File: config.mk
export PLATFORM = sky130hd
export DESIGN_NAME = hazard_scoreboard
export DESIGN_NICKNAME = d
export VERILOG_FILES = /design/src/rtl/hazard_scoreboard.sv
export SDC_FILE = /design/constraint.sdc
export NUM_CORES = 1
export LEC_CHECK = 0
export CAP_MARGIN = 25
export CORE_MARGIN = 10
export CORE_UTILIZATION = 25
export CTS_CLUSTER_SIZE = 24
export DETAILED_ROUTE_END_ITERATION = 7
export SLEW_MARGIN = 15
export SYNTH_ARGS = -nofsm -noshare
export SYNTH_HDL_FRONTEND = slang
export SYNTH_SLANG_ARGS = --single-unit
File: constraint.sdc
create_clock -name clk -period 2.7 [get_ports clk]
set_clock_uncertainty 0.15 [all_clocks]
set_input_delay 0.54 -clock clk [delete_from_list [all_inputs] [get_ports clk]]
set_output_delay 0.54 -clock clk [all_outputs]
set_load 0.01 [all_outputs]
File: src/rtl/hazard_scoreboard.sv
// Decode-stage hazard scoreboard for the 5-stage LEGv8 pipeline: tracks in-flight
// destinations through EX/MEM/WB, picks forwarding sources and raises decode stalls.
module hazard_scoreboard #(
  parameter bit FWD_EN = 1'b1,
  parameter int CNT_W  = 32
) (
  input  logic             clk,
  input  logic             reset,
  input  logic             id_valid,
  input  logic [4:0]       id_rn,
  input  logic [4:0]       id_rm,
  input  logic             id_rn_used,
  input  logic             id_rm_used,
  input  logic [4:0]       id_rd,
  input  logic             id_reg_write,
  input  logic             id_is_load,
  input  logic             flush,
  output logic             stall,
  output logic [1:0]       fwd_rn_sel,
  output logic [1:0]       fwd_rm_sel,
  output logic [4:0]       ex_rd,
  output logic [4:0]       mem_rd,
  output logic [4:0]       wb_rd,
  output logic             ex_vld,
  output logic             mem_vld,
  output logic             wb_vld,
  output logic [CNT_W-1:0] stall_count
);

  localparam logic [4:0] XZR = 5'd31;

  // Stage index 0 = EX, 1 = MEM, 2 = WB.
  logic [2:0]       vld_reg;
  logic [2:0]       ld_reg;
  logic [2:0][4:0]  rd_reg;
  logic [CNT_W-1:0] stall_count_reg;

  logic [2:0] rn_hit;
  logic [2:0] rm_hit;
  logic       issue;
  logic       ex_vld_next;
  logic [4:0] ex_rd_next;
  logic       ex_ld_next;

  generate
    for (genvar gi = 0; gi < 3; gi++) begin : g_match
      assign rn_hit[gi] = id_rn_used && (id_rn != XZR) && vld_reg[gi] && (rd_reg[gi] == id_rn);
      assign rm_hit[gi] = id_rm_used && (id_rm != XZR) && vld_reg[gi] && (rd_reg[gi] == id_rm);
    end
  endgenerate

  // Youngest producer wins: EX before MEM before WB.
  function automatic logic [1:0] pick_sel(input logic [2:0] hit);
    if (hit[0])      return 2'b01;
    else if (hit[1]) return 2'b10;
    else if (hit[2]) return 2'b11;
    else             return 2'b00;
  endfunction

  always_comb begin
    issue      = id_valid && !flush;
    stall      = 1'b0;
    fwd_rn_sel = 2'b00;
    fwd_rm_sel = 2'b00;
    if (FWD_EN) begin
      stall      = issue && (rn_hit[0] || rm_hit[0]) && ld_reg[0];
      fwd_rn_sel = pick_sel(rn_hit);
      fwd_rm_sel = pick_sel(rm_hit);
    end else begin
      stall = issue && ((|rn_hit) || (|rm_hit));
    end
  end

  // A bubble entering EX carries zeroed rd/ld so debug keys stay clean.
  always_comb begin
    ex_vld_next = id_valid && id_reg_write && (id_rd != XZR) && !stall && !flush;
    ex_rd_next  = ex_vld_next ? id_rd : 5'd0;
    ex_ld_next  = ex_vld_next ? id_is_load : 1'b0;
  end

  always_ff @(posedge clk) begin
    if (reset) begin
      vld_reg         <= '0;
      ld_reg          <= '0;
      rd_reg          <= '0;
      stall_count_reg <= '0;
    end else begin
      vld_reg <= {vld_reg[1], vld_reg[0], ex_vld_next};
      ld_reg  <= {ld_reg[1], ld_reg[0], ex_ld_next};
      rd_reg  <= {rd_reg[1], rd_reg[0], ex_rd_next};
      if (stall && (stall_count_reg != {CNT_W{1'b1}})) begin
        stall_count_reg <= stall_count_reg + {{(CNT_W-1){1'b0}}, 1'b1};
      end
    end
  end

  assign ex_vld      = vld_reg[0];
  assign mem_vld     = vld_reg[1];
  assign wb_vld      = vld_reg[2];
  assign ex_rd       = rd_reg[0];
  assign mem_rd      = rd_reg[1];
  assign wb_rd       = rd_reg[2];
  assign stall_count = stall_count_reg;

endmodule

==> flow_metrics.env, run 1 <==
export IMPL_tightest_slew_ns=0.563
export IMPL_final_area_um2=3930
export IMPL_dr_total_vias=2579
export IMPL_seq_area_um2=1020
export IMPL_setup_worst_path_class="in2out"
export IMPL_nets=435
export IMPL_power_internal_w=0.00111
export IMPL_dieArea_um2=15000
export IMPL_track_usage=0.111
export IMPL_multi_input_area_um2=1580
export IMPL_port_buffers=77
export IMPL_slowest_stage="nor4_1"
export IMPL_n_antenna_cell=0
export IMPL_grt_overflow=0
export IMPL_post_place_ws_ns=-0.624
export IMPL_worstPathMaxFanout=4
export IMPL_antenna_found_initial=0
export IMPL_combPwrFrac=0.077
export IMPL_drt_vias_per_instance=4.71
export IMPL_power_switching_w=0.000315
export IMPL_cts_buffers=5
export IMPL_max_slew_margin_rel=0.619
export IMPL_core_area_um2=10300
export IMPL_yosysSeqAreaShare=0.390
export IMPL_cts_clk_slew_worst_paths_ns=0.09
export IMPL_critPathArrivalTime_ns=1.97
export IMPL_routedWlPerCell_um=15.3
export IMPL_clock_sinks=51
export IMPL_slowest_delay_ns=0.30
export IMPL_layout_commonest_cell="clkdlybuf4s50_1"
export IMPL_drt_pass1_iterations=4
export IMPL_p_leak_nw=1.39
export IMPL_power_density_nw_per_um2=364
export IMPL_dieHeight_um=122
export IMPL_drt_wl_total_mm=8.38
export IMPL_postRouteAntennaNets=0
export IMPL_htree_levels=2
export IMPL_period_needed_ns=2.66
export IMPL_grt_start_max_net_pins=52
export IMPL_grt_pass1_vias=2577
export IMPL_setup_ws_ns=0.0450
export IMPL_rows=37
export IMPL_slew_violations=0
export IMPL_cp_end_kind="primary output"
export IMPL_syn_area_um2=2620
export IMPL_avgSynthCellArea_um2=8.75
export IMPL_synthToLayoutAreaGrowth_pct=50.1
export IMPL_fmax_mhz=377
export IMPL_cts_hold_buf=0
export IMPL_hold_path_class="reg2reg"
export IMPL_crit_buf_inv=2
export IMPL_die_x_um=122
export IMPL_clockBufferDepth=2
export IMPL_cts_tree="built"
export IMPL_clockRootBuffer="clkbuf_8"
export IMPL_largest_reg_flops=32
export IMPL_setup_violations=0
export IMPL_hold_viol_final=0
export IMPL_yosysWarningCount=0
export IMPL_mostFrequentLayoutCells="61 x clkdlybuf4s50_1, 51 x dfxtp_1, 37 x buf_4"
export IMPL_cp_top_family="simple AND/OR/NAND/NOR gates"
export IMPL_drive_gt1_frac=0.187
export IMPL_tns_ns=0
export IMPL_status="complete, no violations"
export IMPL_drt_iter0_drc=167
export IMPL_hpwl_mm=6.61
export IMPL_maxCapViolations=0
export IMPL_rsz0062_at_grt="true"
export IMPL_clk_latency_ns=0.31
export IMPL_finalHoldWorstSlack_ns=0.354
export IMPL_seqPwrFrac=0.532
export IMPL_syn_inst=299
export IMPL_route_detailed_drc=0
export IMPL_place_area_um2=3750
export IMPL_syn_num_nets=323
export IMPL_vdd_drop_max_mv=0.278
export IMPL_gp_congestion=0.897
export IMPL_switching_share=0.220
export IMPL_start_util=0.254
export IMPL_postLayoutCoreUtil=0.382
export IMPL_nFillCells=1068
export IMPL_path_cells="clkdlybuf4s15_2, xor2_1, nor4_1, nand3_1, nor3b_1, or2_2, buf_2"
export IMPL_ys_ff_latch=51
export IMPL_power_frac_clock=0.390
export IMPL_ios=78
export IMPL_grt_pass1_wl_mm=13.4
export IMPL_finalCritPeriodShare=0.983
export IMPL_worstPathRequired_ns=2.01
export IMPL_synth_cell_types=41
export IMPL_startpoint_type="input port"
==> worst reg2reg max path, stage by stage, from the launching register on <==
cell and delay, ns:
dfxtp_1 0.48, xnor2_1 0.16, nand4_1 0.16, nor3_4 0.21, buf_4 0.16, buf_4 0.12
o211ai_1 0.11, buf_4 0.17, nor4_1 0.29, mux2_1 0.36
==> logic make-up after synthesis <==
group | after synthesis | share of synthesized area
xor gates and xnor gates | 32 | 0.107
muxes | 8 | 0.0340
AOI/OAI and AO/OA | 52 | 0.118
adders and majority gates | 1 | 0.00478
buffers and inverters | 15 | 0.0254
DFF | 51 | 0.390
and+or+nand+nor | 140 | 0.320
==> power by group through the flow <==
stage               registers [W]   logic, W  clock network (W)
floorplan                0.000777  0.0000409                  0
global placement         0.000777   0.000112                  0
detailed placement       0.000777   0.000112                  0
CTS                      0.000760   0.000111           0.000578
global route             0.000760   0.000120           0.000600
finish                   0.000760   0.000111           0.000557
==> path summary, 6_finish.rpt <==
check                                from                           end  slack (ns)  cells after the start
max reg2reg           ex_rd[4]$_SDFF_PP0_  stall_count[20]$_SDFFE_PP0P_        0.23                      9
max                              id_rn[4]                 fwd_rn_sel[0]        0.04                      7
min reg2reg  stall_count[27]$_SDFFE_PP0P_  stall_count[27]$_SDFFE_PP0P_        0.35                      2
min          stall_count[27]$_SDFFE_PP0P_  stall_count[27]$_SDFFE_PP0P_        0.35                      2
==> routing by layer <==
layer | share of wire | vias to the layer above | GRT usage
li1 | - | 1315 | -
met1 | 0.45 | 1189 | 0.143
met2 | 0.47 | 65 | 0.180
met3 | 0.062 | 10 | 0.0253
met4 | 0.013 | 0 | 0.0339
met5 | 0 | - | 0
==> synth_stat cells (all sizes together) <==
master   instances  area share
or2              2      0.0048
nand4           12       0.031
or4bb            1      0.0043
nor3             5       0.016
o31ai            7       0.020
xnor2           15       0.050
buf              4      0.0096
and3b            1      0.0033
nor2b           18       0.043
nor4            10       0.024
mux2i            1      0.0038
o21ai           18       0.036
nor4b            2      0.0067
ha               1      0.0048
or3             17       0.041
nand3           20       0.038
nor3b            2      0.0057
mux2             7       0.030
nor2            13       0.019
clkbuf           5      0.0072
nand2           13       0.019
a211oi           2      0.0057
and4             4       0.013
dfxtp           51        0.39
inv              6      0.0086
and2            10       0.024
o211ai           1      0.0029
xor2            17       0.057
a21oi           22       0.042
a311oi           1      0.0057
and3             2      0.0048
or4              8       0.023
o2111ai          1      0.0057
==> final cells by class <==
type / instances / share of cell area
clock inverters: 2 / 0.00893
well taps: 136 / 0.0434
flip-flops and latches: 51 / 0.260
repair buffers: 114 / 0.259
clock buffers: 6 / 0.0210
inverters: 6 / 0.00574
multi-input cells: 233 / 0.402
==> what timing repair did <==
action / 4_1_cts / 5_1_grt
setup buffers: 3 / 2
pin swaps: 9 / 6
resized for setup: 42 / 9
gates cloned: 0 / 0
endpoints found under the setup margin: 33 / 14
==> stage by stage <==
stage	total power, W	std cells
6_report	0.00143	548
3_3_place_gp	0.000889	535
2_1_floorplan	0.000818	299
4_1_cts	0.00145	546
3_5_place_dp	0.000889	535
5_1_grt	0.00148	548
Note: power is estimated with default switching activity, not from simulation.
==> run 2: changes to the inputs <==
--- a/config.mk
+++ b/config.mk
@@ -8,9 +8,11 @@
 export CAP_MARGIN = 25
 export CORE_MARGIN = 10
 export CORE_UTILIZATION = 25
-export CTS_CLUSTER_SIZE = 24
+export CTS_CLUSTER_SIZE = 25
 export DETAILED_ROUTE_END_ITERATION = 7
+export DONT_BUFFER_PORTS = 1
 export SLEW_MARGIN = 15
 export SYNTH_ARGS = -nofsm -noshare
 export SYNTH_HDL_FRONTEND = slang
 export SYNTH_SLANG_ARGS = --single-unit
+export TNS_END_PERCENT = 5
==> run 2 against run 1 <==
  * Non-clock buffer count fell by 93
  * Final cell count fell by 17%
  * Power fell by 10%
  * Count of clock-buffer cells in the layout rose by 1
  * Sequential power barely moved
  * Global-route usage fell by 1.1 points
  * First-iteration DRC count fell by 21%
  * Largest cell class unchanged
==> flow_metrics.env, run 2 (synthesis results as in run 1) <==
export IMPL_r2r_slack_ns=0.26
export IMPL_rsz0062_at_grt="false"
export IMPL_route_detailed_drc=0
export IMPL_hold_path_depth=1
export IMPL_dp_cells=447
export IMPL_post_cts_resized=0
export IMPL_grt_start_max_net_pins=53
export IMPL_dieHeight_um=122
export IMPL_drt_wl_total_mm=7.70
export IMPL_postRouteAntennaNets=0
export IMPL_synthToLayoutAreaGrowth_pct=15.3
export IMPL_antenna_found_initial=0
export IMPL_startpoint_type="flop"
export IMPL_vdd_drop_max_mv=0.203
export IMPL_layout_commonest_cell="dfxtp_1"
export IMPL_hp_start="reset"
export IMPL_ios=78
export IMPL_grt_pass1_wl_mm=11.9
export IMPL_drt_iter0_drc=132
export IMPL_slew_violations=0
export IMPL_tns_ns=0
export IMPL_hold_path_class="in2reg"
export IMPL_start_util=0.254
export IMPL_core_area_um2=10300
export IMPL_clock_sinks=51
export IMPL_fmax_mhz=395
export IMPL_hpwl_mm=6.07
export IMPL_r2r_start="ex_rd[2]$_SDFF_PP0_"
export IMPL_drt_pass1_iterations=4
export IMPL_critPathArrivalTime_ns=1.84
export IMPL_clockBufferDepth=2
export IMPL_grt_pass1_vias=2140
export IMPL_cts_tree="built"
export IMPL_cts_hold_buf=0
export IMPL_largest_reg_flops=32
export IMPL_nFillCells=1095
export IMPL_worstPathRequired_ns=2.01
export IMPL_max_slew_margin_rel=0.654
export IMPL_setup_worst_path_class="reg2out"
export IMPL_dieArea_um2=15000
export IMPL_power_density_nw_per_um2=426
export IMPL_fin_cells=455
export IMPL_worstPathMaxFanout=4
export IMPL_clockRootBuffer="clkbuf_8"
export IMPL_htree_levels=2
export IMPL_die_x_um=122
export IMPL_routedWlPerCell_um=16.9
export IMPL_finalCritPeriodShare=0.938
export IMPL_hold_viol_final=0
export IMPL_n_antenna_cell=0
export IMPL_tightest_slew_ns=0.516
export IMPL_grt_overflow=0
export IMPL_rows=37
export IMPL_setup_violations=0
export IMPL_cp_end_kind="primary output"
export IMPL_status="complete, no violations"
export IMPL_reg2reg_depth=7
export IMPL_nets=342
export IMPL_worstHoldEndpoint="stall_count[19]$_SDFFE_PP0P_"
export IMPL_cts_clk_slew_worst_paths_ns=0.09
export IMPL_rr_endpoint="stall_count[13]$_SDFFE_PP0P_"
export IMPL_gp_congestion=0.884
export IMPL_port_buffers=0
export IMPL_drt_vias_per_instance=5.08
export IMPL_dr_total_vias=2312
export IMPL_drive_gt1_frac=0.138
export IMPL_mostFrequentLayoutCells="51 x dfxtp_1, 22 x a21oi_1, 20 x nand3_1, 20 x buf_4, 18 x nor2b_1"
export IMPL_maxCapViolations=0
export IMPL_cts_buffers=5
export IMPL_track_usage=0.0994
export IMPL_postCtsSetupBuffers=0
export IMPL_clk_latency_ns=0.30
export IMPL_period_needed_ns=2.53
export IMPL_p_leak_nw=1.00
==> run 2: cell types whose count changed in the layout (fill, tap and decap cells not counted), sizes merged <==
cell / delta
clkbuf: -2
buf: -20
bufinv: -1
clkdlybuf4s15: -6
clkdlybuf4s50: -61
dlygate4sd1: -1
clkinv: -1
dlygate4sd2: -2
clkinvlp: +1
==> run 2: final cells by class <==
| cell class | instances | area, um^2 | share of cell area |
|---|---|---|---|
| timing repair buffer | 21 | 170 | 0.0564 |
| sequential | 51 | 1020 | 0.339 |
| multi-input combinational | 233 | 1530 | 0.507 |
| clock buffer | 7 | 96.3 | 0.0320 |
| clock inverter | 1 | 7.51 | 0.00249 |
| tap | 136 | 170 | 0.0564 |
| inverter | 6 | 22.5 | 0.00747 |
==> run 2: where the power goes <==
group          total [W]  leakage [nW]  switching (W)  internal, W
Sequential      0.000762         0.411     0.00000678     0.000755
Clock           0.000485        0.0505       0.000252     0.000234
Combinational  0.0000368         0.543      0.0000153    0.0000216
Total            0.00128          1.00       0.000274      0.00101
==> run 2: worst max-delay path: stages, from the launching register on <==
cell and delay [ns]:
dfxtp_1 0.50, xor2_1 0.11, nor4_1 0.32, nand3_1 0.14, nor3b_1 0.15, or2_2 0.33
==> run 2: how the worst max path moves through the flow <==
stage	from	end	slack (ns)
3_3_place_gp	id_rm[2]	stall_count[13]$_SDFFE_PP0P_	0.25
5_1_grt	ex_rd[3]$_SDFF_PP0_	stall	0.03
4_1_cts	ex_rd[1]$_SDFF_PP0_	stall	0.13
2_1_floorplan	id_rm[2]	stall_count[20]$_SDFFE_PP0P_	0.44
6_report	mem_rd[4]$_SDFF_PP0_	fwd_rm_sel[0]	0.17
3_5_place_dp	id_rm[3]	stall_count[28]$_SDFFE_PP0P_	0.22
==> run 2: through the flow <==
stage	total power (W)	area [um^2]	setup slack [ns]	util	hold slack, ns
after floorplan	0.000818	2620	0.437	-	0.354
after detailed placement	0.000816	2910	0.220	0.283	0.403
after global routing	0.00133	3020	0.0297	0.293	0.132
after global placement	0.000815	2910	0.255	0.283	0.390
final	0.00128	3020	0.167	0.293	0.152
after CTS	0.00130	3020	0.133	0.293	0.144
==> run 2: routing by layer <==
layer | up-vias | GRT usage | wire (um)
li1 | 1130 | - | -
met1 | 1113 | 0.114 | 3200
met2 | 61 | 0.166 | 3700
met3 | 8 | 0.0395 | 678
met4 | 0 | 0.0324 | 114
met5 | - | 0 | 0
==> run 3: changes to the inputs <==
--- a/config.mk
+++ b/config.mk
@@ -7,10 +7,12 @@
 export LEC_CHECK = 0
 export CAP_MARGIN = 25
 export CORE_MARGIN = 10
-export CORE_UTILIZATION = 25
+export CORE_UTILIZATION = 60
 export CTS_CLUSTER_SIZE = 25
 export DETAILED_ROUTE_END_ITERATION = 7
 export DONT_BUFFER_PORTS = 1
+export PLACE_DENSITY = 0.76
+export SETUP_SLACK_MARGIN = 0.02
 export SLEW_MARGIN = 15
 export SYNTH_ARGS = -nofsm -noshare
 export SYNTH_HDL_FRONTEND = slang
==> run 3 against run 2 <==
  * Setup slack lost 0.0074 ns
  * Power grew 11%
  * Sequential power is essentially flat
  * Sequential share of layout area grew 1.5 points
  * Final cell count shrank 20%
  * Clock power grew 28%
  * Utilization grew 41 points
  * Maximum frequency shrank 0.29%
  * Register-to-register slack gained 0.03 ns
  * First-iteration DRC count grew 14%
  * Non-clock buffer count shrank 7
  * Wire length shrank 14%
  * Critical path type unchanged
  * Largest cell class unchanged
  * Highest routed layer unchanged
==> flow_metrics.env, run 3 (synthesis results as in run 1) <==
export IMPL_post_place_ws_ns=0.234
export IMPL_status="complete, no violations"
export IMPL_fmax_mhz=394
export IMPL_ios=78
export IMPL_startpoint_type="flop"
export IMPL_reg2reg_depth=7
export IMPL_crit_buf_inv=0
export IMPL_routedWlPerCell_um=18.2
export IMPL_clockBufferDepth=2
export IMPL_r2r_start="ex_rd[2]$_SDFF_PP0_"
export IMPL_post_cts_resized=0
export IMPL_clock_sinks=51
export IMPL_worstPathMaxFanout=4
export IMPL_dieHeight_um=86.0
export IMPL_cts_tree="built"
export IMPL_rows=23
export IMPL_drive_gt1_frac=0.115
export IMPL_slowest_delay_ns=0.48
export IMPL_n_antenna_cell=0
export IMPL_postCtsSetupBuffers=0
export IMPL_cp_endpoint="fwd_rm_sel[0]"
export IMPL_dieArea_um2=7400
export IMPL_route_detailed_drc=0
export IMPL_gp_congestion=0.913
export IMPL_power_density_nw_per_um2=492
export IMPL_tightest_slew_ns=0.500
export IMPL_nets=335
export IMPL_clk_latency_ns=0.31
export IMPL_cts_hold_buf=0
export IMPL_r2r_slack_ns=0.29
export IMPL_grt_pass1_wl_mm=11.0
export IMPL_drt_vias_per_instance=6.24
export IMPL_path_cells="xor2_1, nor4_1, nand3_1, nor3b_1, or2_2"
export IMPL_die_x_um=86.0
export IMPL_hold_viol_final=0
export IMPL_period_needed_ns=2.54
export IMPL_mostFrequentLayoutCells="51 x dfxtp_1, 22 x a21oi_1, 20 x nand3_1"
export IMPL_grt_pass1_vias=2168
export IMPL_dp_cells=354
export IMPL_clockRootBuffer="clkbuf_8"
export IMPL_nFillCells=340
export IMPL_drt_pass1_iterations=4
export IMPL_crit_start="mem_rd[4]$_SDFF_PP0_"
export IMPL_grt_start_max_net_pins=53
export IMPL_postRouteAntennaNets=0
export IMPL_finalPower_w=0.00142
export IMPL_drt_iter0_drc=151
export IMPL_p_leak_nw=0.982
export IMPL_crit_cells=5
export IMPL_drt_wl_total_mm=6.59
export IMPL_slowest_stage="dfxtp_1"
export IMPL_setup_ws_ns=0.159
export IMPL_hold_path_class="in2reg"
export IMPL_rr_endpoint="stall_count[20]$_SDFFE_PP0P_"
export IMPL_cts_clk_slew_worst_paths_ns=0.09
export IMPL_finalHoldWorstSlack_ns=0.136
export IMPL_start_util=0.635
export IMPL_finalCritPeriodShare=0.941
export IMPL_hp_start="reset"
export IMPL_rsz0062_at_grt="false"
export IMPL_port_buffers=0
export IMPL_largest_reg_flops=32
export IMPL_synthToLayoutAreaGrowth_pct=10.3
export IMPL_layout_commonest_cell="dfxtp_1"
export IMPL_vdd_drop_max_mv=0.305
export IMPL_setup_violations=0
export IMPL_antenna_found_initial=0
export IMPL_core_area_um2=4120
export IMPL_max_slew_margin_rel=0.664
export IMPL_cp_top_family="simple AND/OR/NAND/NOR gates"
export IMPL_critPathArrivalTime_ns=1.85
export IMPL_worstPathRequired_ns=2.01
export IMPL_track_usage=0.178
export IMPL_hpwl_mm=5.02
export IMPL_cp_end_kind="primary output"
export IMPL_setup_worst_path_class="reg2out"
export IMPL_fin_cells=362
export IMPL_dr_total_vias=2259
export IMPL_maxCapViolations=0
export IMPL_slew_violations=0
export IMPL_tns_ns=0
export IMPL_htree_levels=2
export IMPL_cts_buffers=5
export IMPL_grt_overflow=0
[run 3: routing by layer]
| metal | GRT usage | share of wire | up-vias |
|---|---|---|---|
| li1 | - | - | 1117 |
| met1 | 0.213 | 0.43 | 1062 |
| met2 | 0.287 | 0.46 | 71 |
| met3 | 0.0634 | 0.092 | 9 |
| met4 | 0.0629 | 0.015 | 0 |
| met5 | 0 | 0 | - |
[run 3: area by class of cell]
type                    count  area (um^2)  share of cell area
clock buffers               6         72.6              0.0252
clock inverters             2         60.1              0.0208
inverters                   6         22.5             0.00781
multi-input cells         233         1530               0.530
flip-flops and latches     51         1020               0.354
well taps                  50         62.6              0.0217
repair buffers             14          118              0.0408
[run 3: report_power, final]
part	leakage, nW	internal (W)	switching, W
Combinational	0.506	0.0000218	0.0000152
Sequential	0.411	0.000755	0.00000626
Clock	0.0654	0.000370	0.000251
Total	0.982	0.00115	0.000272
[run 3: worst min-delay path by stage]
| stage | to | slack [ns] | cells past startpoint |
|---|---|---|---|
| after floorplan | stall_count[27]$_SDFFE_PP0P_ | 0.35 | 2 |
| after global placement | stall_count[27]$_SDFFE_PP0P_ | 0.37 | 2 |
| after detailed placement | stall_count[27]$_SDFFE_PP0P_ | 0.38 | 2 |
| after CTS | stall_count[17]$_SDFFE_PP0P_ | 0.14 | 1 |
| after global routing | stall_count[23]$_SDFFE_PP0P_ | 0.13 | 1 |
| final | stall_count[17]$_SDFFE_PP0P_ | 0.14 | 1 |
[run 3: metrics by stage]
step           utilization  area [um^2]
2_1_floorplan            -         2620
3_3_place_gp         0.669         2750
3_5_place_dp         0.669         2750
4_1_cts              0.701         2880
5_1_grt              0.701         2880
6_report             0.701         2880
